## src/rtl/uart_pkg.sv

```systemverilog
// uart_pkg: shared types and register map constants for the MMIO UART transmitter.
package uart_pkg;
   typedef enum logic [1:0] {IDLE, START, DATA, STOP} tx_state_t;
   localparam logic [1:0] OFF_TXDATA = 2'd0;
   localparam logic [1:0] OFF_STATUS = 2'd1;
   localparam logic [1:0] OFF_BAUD   = 2'd2;
   localparam logic [1:0] OFF_CTRL   = 2'd3;
   localparam int ST_BUSY  = 0;
   localparam int ST_FULL  = 1;
   localparam int ST_EMPTY = 2;
   localparam int ST_OVF   = 3;
   localparam int ST_CNT   = 4;
endpackage

```

## src/rtl/sync_fifo.sv

```systemverilog
// sync_fifo: power-of-two synchronous FIFO; a push on full is accepted only alongside a pop.
module sync_fifo #(
   parameter int DATA_W = 8,
   parameter int DEPTH  = 4
) (
   input  logic                    clk,
   input  logic                    rst,
   input  logic                    push,
   input  logic                    pop,
   input  logic [DATA_W-1:0]       din,
   output logic [DATA_W-1:0]       dout,
   output logic                    full,
   output logic                    empty,
   output logic [$clog2(DEPTH):0]  count
);
   localparam int AW = $clog2(DEPTH);
   logic [DATA_W-1:0] mem [DEPTH];
   logic [AW-1:0] head, tail;
   logic wr, rd;
   assign rd    = pop & ~empty;
   assign wr    = push & (~full | rd);
   assign full  = count == (AW+1)'(DEPTH);
   assign empty = count == '0;
   assign dout  = mem[head];
   always_ff @(posedge clk or negedge rst)
      if (!rst) begin
         head  <= '0;
         tail  <= '0;
         count <= '0;
      end else begin
         if (wr) tail <= tail + AW'(1);
         if (rd) head <= head + AW'(1);
         count <= count + (AW+1)'(wr) - (AW+1)'(rd);
      end
   always_ff @(posedge clk)
      if (wr) mem[tail] <= din;
endmodule

```

## src/rtl/mmio_uart_tx.sv

```systemverilog
// mmio_uart_tx: data-bus mapped 8N1 UART transmitter with TX FIFO, baud divider and idle interrupt.
module mmio_uart_tx
   import uart_pkg::*;
#(
   parameter logic [31:0] BASE_ADDR   = 32'h0000_1000,
   parameter int          DEPTH       = 4,
   parameter logic [15:0] DEFAULT_DIV = 16'd15
) (
   input  logic        clk,
   input  logic        rst,
   input  logic        WE,
   input  logic        RE,
   input  logic [31:0] A,
   input  logic [31:0] WD,
   output logic [31:0] RD,
   output logic        tx,
   output logic        irq
);
   logic sel, push, pop, full, empty, ovf, ie, bit_end, busy, unused;
   logic [1:0] off;
   logic [7:0] head, shift;
   logic [15:0] div, div_q, baud_cnt;
   logic [2:0] bit_idx;
   logic [$clog2(DEPTH):0] count;
   logic [31:0] status;
   tx_state_t state;
   assign sel     = A[31:4] == BASE_ADDR[31:4];
   assign off     = A[3:2];
   assign push    = WE & sel & off == OFF_TXDATA;
   assign busy    = state != IDLE;
   assign bit_end = baud_cnt == div_q;
   // pop from IDLE, or on the last STOP clock so the next frame follows with no gap
   assign pop     = ~empty & (state == IDLE | (state == STOP & bit_end));
   assign irq     = ie & empty & ~busy;
   assign status  = {23'd0, 5'(count), ovf, empty, full, busy};
   assign RD      = !(sel & RE)          ? 32'd0 :
                    off == OFF_STATUS    ? status :
                    off == OFF_BAUD      ? {16'd0, div} :
                    off == OFF_CTRL      ? {31'd0, ie} : 32'd0;
   assign unused  = ^{A[1:0], WD[31:16]};
   sync_fifo #(.DATA_W(8), .DEPTH(DEPTH)) u_fifo (
      .clk(clk), .rst(rst), .push(push), .pop(pop), .din(WD[7:0]),
      .dout(head), .full(full), .empty(empty), .count(count)
   );
   always_ff @(posedge clk or negedge rst)
      if (!rst) begin
         div <= DEFAULT_DIV;
         ie  <= 1'b0;
         ovf <= 1'b0;
      end else begin
         if (WE & sel & off == OFF_BAUD) div <= WD[15:0];
         if (WE & sel & off == OFF_CTRL) ie <= WD[0];
         ovf <= (push & full & ~pop) | (ovf & ~(WE & sel & off == OFF_STATUS & WD[ST_OVF]));
      end
   always_ff @(posedge clk or negedge rst)
      if (!rst) begin
         state    <= IDLE;
         tx       <= 1'b1;
         shift    <= '0;
         div_q    <= '0;
         baud_cnt <= '0;
         bit_idx  <= '0;
      end else begin
         case (state)
            IDLE:
               if (!empty) begin
                  shift    <= head;
                  div_q    <= div;
                  baud_cnt <= '0;
                  tx       <= 1'b0;
                  state    <= START;
               end
            START:
               if (bit_end) begin
                  baud_cnt <= '0;
                  bit_idx  <= '0;
                  tx       <= shift[0];
                  state    <= DATA;
               end else baud_cnt <= baud_cnt + 16'd1;
            DATA:
               if (bit_end) begin
                  baud_cnt <= '0;
                  if (bit_idx == 3'd7) begin
                     tx    <= 1'b1;
                     state <= STOP;
                  end else begin
                     shift   <= shift >> 1;
                     tx      <= shift[1];
                     bit_idx <= bit_idx + 3'd1;
                  end
               end else baud_cnt <= baud_cnt + 16'd1;
            STOP:
               if (bit_end) begin
                  baud_cnt <= '0;
                  if (!empty) begin
                     shift <= head;
                     div_q <= div;
                     tx    <= 1'b0;
                     state <= START;
                  end else state <= IDLE;
               end else baud_cnt <= baud_cnt + 16'd1;
            default: state <= IDLE;
         endcase
      end
endmodule

```

## config.mk

```make
export PLATFORM = sky130hd
export DESIGN_NAME = mmio_uart_tx
export DESIGN_NICKNAME = d
export VERILOG_FILES = /design/src/rtl/uart_pkg.sv /design/src/rtl/sync_fifo.sv /design/src/rtl/mmio_uart_tx.sv
export SDC_FILE = /design/constraint.sdc
export NUM_CORES = 1
export LEC_CHECK = 0
export ABC_AREA = 1
export BUFFER_PORTS_ARGS = -buffer_cell sky130_fd_sc_hd__buf_2
export CORE_UTILIZATION = 50
export CTS_BUF_LIST = sky130_fd_sc_hd__clkbuf_2 sky130_fd_sc_hd__clkbuf_4 sky130_fd_sc_hd__clkbuf_8
export DETAILED_ROUTE_END_ITERATION = 7
export PLACE_DENSITY_LB_ADDON = 0.2
export SYNTH_ARGS = -nofsm -noshare
export SYNTH_HDL_FRONTEND = slang
export SYNTH_SLANG_ARGS = --single-unit
```

## constraint.sdc

```tcl
create_clock -name clk -period 3.7 [get_ports clk]
set_input_delay 0.37 -clock clk [delete_from_list [all_inputs] [get_ports clk]]
set_output_delay 0.37 -clock clk [all_outputs]
set_load 0.02 [all_outputs]
```

; Word-level counts from Yosys, hierarchy flattened
; Memories as Yosys holds them, arrays and structs flattened.
; Cells that the tools add are included.
[totals]
ram_bits = 32
ff_bits = 71
n_memories = 1
[memory_table]
columns = name, depth, word_bits, rd, rd_ports_with_merged_regs, write_ports, line
row1 = u_fifo.mem, 4, 8, 1, 0, 1, sync_fifo.sv:17  ; logic [DATA_W-1:0] mem [DEPTH];
[classes]
bitwise_logic = 24
n_eq_ne = 16
reduce_logical = 13
add_sub_neg = 6
mux = 34
[ops]
columns = cell, count
row1 = 16-bit 2-to-1 mux, 7
row2 = 16-bit case mux with 2 select lines, 2
row3 = 8-bit 2-to-1 mux, 4
row4 = "28-bit by 9-bit == test with 1-bit output, second input constant", 1
row5 = 8-bit case mux with 3 select lines, 1
row6 = "16-bit by 1-bit adder with 16-bit output, second input constant", 1
row7 = 1-bit bitwise AND, 16
row8 = 16-bit == test, 1
row9 = "2-bit inequality test, second input constant", 6
row10 = 2-bit 2-to-1 mux, 5
row11 = 1-bit 2-to-1 mux, 9
row12 = 3-bit 2-to-1 mux, 3
row13 = "2-bit == test, second input constant", 4
row14 = 2-bit case mux with 4 select lines, 1
row15 = 4-bit AND reduction, 2
row16 = "3-bit == test, second input constant", 2
row17 = 3-bit case mux with 2 select lines, 1
row18 = 2-bit nonzero test, 3
row19 = 1-bit NOT, 5
row20 = 5-bit AND reduction, 1
row21 = "2-bit by 1-bit adder with 2-bit output, second input constant", 2
row22 = "2-bit by 1-bit == test with 1-bit output, second input constant", 2
row23 = 2-bit logical NOT, 2
row24 = 1-bit case mux with 4 select lines, 1
row25 = 9 further kinds, 11

; Longest topological paths before layout
[logic_depth]
depth_word = 9
depth_mapped = 17

; By module
; Synthesis repeated with hierarchy kept, for this count alone.
[hier_totals]
cells_unflattened = 688
area_unflattened_um2 = 5499.0
[modules_own_cells]
columns = mod, seq_area_each_um2, cells_each, instances, area_per_inst_um2
row1 = mmio_uart_tx, 1607.8, 549, 1, 3833.7
row2 = sync_fifo, 1136.1, 139, 1, 1665.3

; Worst setup path before layout
; No wires, ideal clock.
[synth_path]
kind = register -> register
from = register u_fifo.count[1]
to = register u_fifo.count[2]
slack_ps = 1273
path_stages_with_launch = 15
arrival_ps = 2299
path_buffers = 1
synth_period_minus_slack_ps = 2427
cell_sequence = dfrtp_1 inv_1 nand2_1 nor2_1 inv_1 clkbuf_1 nand2_1 inv_1 ha_1 inv_1 ha_1 inv_1 fa_1 xnor2_1 xor2_1
[synth_via]
elab_chain_cells = 8
[synth_lines]
columns = element, line
row1 = "start, declared", sync_fifo.sv:14  ; output logic [$clog2(DEPTH):0] count
row2 = "start signal, assigned", sync_fifo.sv:33  ; count <= count + (AW+1)'(wr) - (AW+1)'(rd);
row3 = 3-bit logical NOT *, sync_fifo.sv:23  ; assign empty = count == '0;
row4 = 1-bit NOT *, "sync_fifo.sv:20, mmio_uart_tx.sv:33"
row5 = 1-bit bitwise AND, mmio_uart_tx.sv:33  ; assign pop = ~empty & (state == IDLE | (state == STOP & bit_end));
row6 = 1-bit bitwise AND *, sync_fifo.sv:20  ; assign rd = pop & ~empty;
row7 = via u_fifo.rd, sync_fifo.sv:19  ; logic wr, rd;
row8 = 1-bit OR, sync_fifo.sv:21  ; assign wr = push & (~full | rd);
row9 = 1-bit bitwise AND, sync_fifo.sv:21
row10 = 3-bit by 1-bit adder with 3-bit output, sync_fifo.sv:33
row11 = 3-bit by 1-bit subtractor with 3-bit output *, sync_fifo.sv:33
; The timed path passes the listed nets; every way through them passes the cells marked *.
; A chain may end at the register's enable or synchronous reset.

; Worst setup path in the final report
[layout_path]
from = register baud_cnt[5]
to = register u_fifo.count[2]
[layout_via]
elab_chain_cells = 9
[layout_lines]
columns = element, line
row1 = "start, declared", mmio_uart_tx.sv:22  ; logic [15:0] div, div_q, baud_cnt;
row2 = "start signal, assigned", mmio_uart_tx.sv:79  ; end else baud_cnt <= baud_cnt + 16'd1;
row3 = "start signal, assigned", mmio_uart_tx.sv:91  ; end else baud_cnt <= baud_cnt + 16'd1;
row4 = "start signal, assigned", mmio_uart_tx.sv:101  ; end else baud_cnt <= baud_cnt + 16'd1;
row5 = 16-bit == test *, mmio_uart_tx.sv:31  ; assign bit_end = baud_cnt == div_q;
row6 = 1-bit bitwise AND *, mmio_uart_tx.sv:33
row7 = 1-bit OR *, mmio_uart_tx.sv:33
row8 = 1-bit bitwise AND *, mmio_uart_tx.sv:33
row9 = 1-bit bitwise AND *, sync_fifo.sv:20
row10 = via u_fifo.rd, sync_fifo.sv:19
row11 = 1-bit OR, sync_fifo.sv:21
row12 = 1-bit bitwise AND, sync_fifo.sv:21
row13 = 3-bit by 1-bit adder with 3-bit output, sync_fifo.sv:33
row14 = 3-bit by 1-bit subtractor with 3-bit output *, sync_fifo.sv:33
; Marks and branches as above.

==> run metrics <==
Setup TNS Final 0 ns; overflow left after global routing 0; IO Pins 102; post-route antenna net violation count 0; synth warn 0; Yosys top cell area share 0.301; Netlist cell types 38; WHS Path Cells 1; Placement Rows 37; initial drt markers 216; Largest stage delay, worst path 0.49 ns; worst clock skew 0.0136 ns; post-CTS setup repair buffer count 0; Port Buf Inserts 67; via density per instance 5.07; Worst Hold End u_fifo.mem[0][4]; global-route wire length before repair 19.7 mm; DRT Pass-1 Iters 7; Slew Viols, Final 0; Syn Std Cell Area 0.00549 mm^2; sequential-to-total area share from yosys stat 0.500; top-count cell post-synth nand2_1; Die ar. 0.0114 mm^2; top cells by area in the synthesized netlist dfrtp_1 30%, edfxtp_1 18%, nand2_1 13%, nor2_1 5.2%, inv_1 5.1%; worst path cell trace inv_2 -> nand2_1 -> nand2_1 -> nor2_1 -> nand2_1 -> nor2_4 -> nand3_4 -> nand2_1 -> nand2_1 -> inv_1 -> ha_1 -> inv_1 -> ha_1 -> inv_1 -> fa_1 -> xnor2_1 -> xor2_1; CTS tree yes; n_diodes 0; Leak 0.00290 uW; synthesized flop and latch total 103; Final #Nets 819; die height 107 um; CORE AREA 0.0105 mm^2; Final WS setup 0.964 ns; Area growth syn-to-layout 11.1%; period utilisation layout 0.740; Layout Cell Area excl Fill 0.00610 mm^2; Tmin final 2.74 ns; CP Buf/Inv Count 4; Fin. Hold Viols 0; Num CTS Buffers 9; Clock Tree Root clkbuf_8; RR Startpoint baud_cnt[5]; final WL 11.7 mm; EDFF count, synth 32; Hold Buf Count CTS 1; cell taking the most area after synthesis dfrtp_1; slew margin rel. 0.333; RSZ-0062 raised after global routing no; CTS max path bufs 2; clock sinks 103; Mapped Cells 670; max cap viols 0; clock latency on the worst-skew pair 0.37 ns; post-layout util 0.583; vias 4443; slowest CP cell dfrtp_1; reg-to-reg slack, setup 0.96 ns; post-DR wirelength/cell 13.3 um; vias in the first global route 4069; H-Tree Depth 3; pre-CTS setup slack 0.738 ns; fraction of layout cells with a size suffix above 1 0.159; ys flop type dfrtp_1; DP Area 0.00588 mm^2; crit path launch type register; Max Clock Freq 0.365 GHz; CP Data Arrival Time 3.03 ns; Slew @ Worst Pin 0.998 ns; critical path class reg2reg; starting density of the core 0.524; pin count of the biggest net entering global routing 34; Reg2Reg Depth 17; Worst Path Max Fanout 6; Worst Hold Launch WD[4]; Critical Path End Type register; Critical Path RT 4.00 ns; fraction of registers with async set/reset 0.689; Crit path max-delay family simple AND/OR/NAND/NOR gates; Die Wd 107 um; Clock Pin Slew Worst Setup and Hold Paths 0.10 ns; outcome finished, final reports clean; peak supply drop 0.184 mV; GPL Wtd Cong 0.870; Post-CTS Resized 0; top cells by count, synth 196 x nand2_1, 76 x nor2_1, 75 x inv_1; initial antenna violation count 0; reg2reg end u_fifo.count[2]; Mapped Avg Cell Area 8.19 um^2; DP Wirelength 8.48 mm; worst min path class in2reg; Final Setup Violations 0; Worst path most repeated cell nand2_1; hold_ws 0.228 ns; residual DRC count 0; pwr dens 338 mW/mm^2; All-Layer GR Usage 0.223
-- how the worst max path moves through the flow --
stage,endpoint,depth (start not counted),slack [ns],start
floorplan,u_fifo.count[2],14,1.27,u_fifo.count[1]
global placement,u_fifo.count[2],13,0.85,A[15]
detailed placement,u_fifo.count[2],13,0.74,A[7]
CTS,u_fifo.count[2],17,0.94,baud_cnt[10]
global route,u_fifo.count[2],17,0.72,baud_cnt[12]
finish,u_fifo.count[2],17,0.96,baud_cnt[5]
-- flip-flops by register name, indices dropped and copies added (netlist names) --
| signal | count |
|---|---|
| div | 16 |
| u_fifo.count | 3 |
| u_fifo.head | 2 |
| tx | 1 |
| shift | 8 |
| ovf | 1 |
| bit_idx | 3 |
| baud_cnt | 16 |
| u_fifo.tail | 2 |
| u_fifo.mem | 32 |
| ie | 1 |
| div_q | 16 |
| state | 2 |
-- placed cells by master (no fill, tap or decap), types with 6 or more instances in the layout --
cell type,synthesis,routed
nand2_1,196,196
nor2_1,76,76
inv_1,75,75
buf_2,0,67
dfrtp_1,66,66
o21ai_0,40,40
nand3_1,39,39
edfxtp_1,32,32
conb_1,1,16
a21oi_1,14,14
ha_1,14,14
xor2_1,11,11
clkbuf_8,0,10
nor3_1,8,8
o21ai_2,8,8
nand4_1,7,7
o22ai_1,7,7
a21boi_0,7,7
nand2_2,6,6
-- cells by family after synthesis --
logic type                 Yosys count  share of synthesized area
xor gates and xnor gates            13                     0.0208
and+or+nand+nor                    341                      0.258
buffers and inverters              113                     0.0924
adders and majority gates           15                     0.0356
AOI/OAI and AO/OA                   84                     0.0924
DFF                                103                      0.500
other                                1                   0.000683
-- layer usage --
metal	up-vias	global-route usage	share of wire
met2	133	0.322	0.43
met3	18	0.0359	0.049
met4	0	0.0910	0.019
met5	-	0	0
met1	2052	0.333	0.50
li1	2240	-	-
-- layout make-up --
cell class	count	area [um^2]
Timing Repair Buffer	73	383
Sequential cell	103	2740
Clock inverter	4	53.8
Fill cell	966	4370
Inverter	80	300
Tap cell	136	170
Clock buffer	12	153
Multi-Input combinational cell	469	2290
-- worst reg2reg max path: cells and delay by family, from the launching register on --
kind,cells,cell delay [ns]
fa+ha+maj,3,0.72
simple gates,8,0.81
flops,1,0.49
xor+xnor,2,0.36
buf+inv,4,0.29
-- report_power, final --
part	leakage (uW)	switching (uW)	total, uW	internal (uW)
clock network	0.000100	390	739	349
logic	0.00156	72.9	119	45.7
registers	0.00124	10.5	1200	1190
total	0.00290	473	2060	1580
-- stage by stage --
stage | total power [uW] | instances
2_1_floorplan | 1290 | 685
6_report | 2060 | 877
4_1_cts | 2070 | 877
3_3_place_gp | 1340 | 860
5_1_grt | 2140 | 877
3_5_place_dp | 1340 | 860
Power figures use the tool's default switching activity.
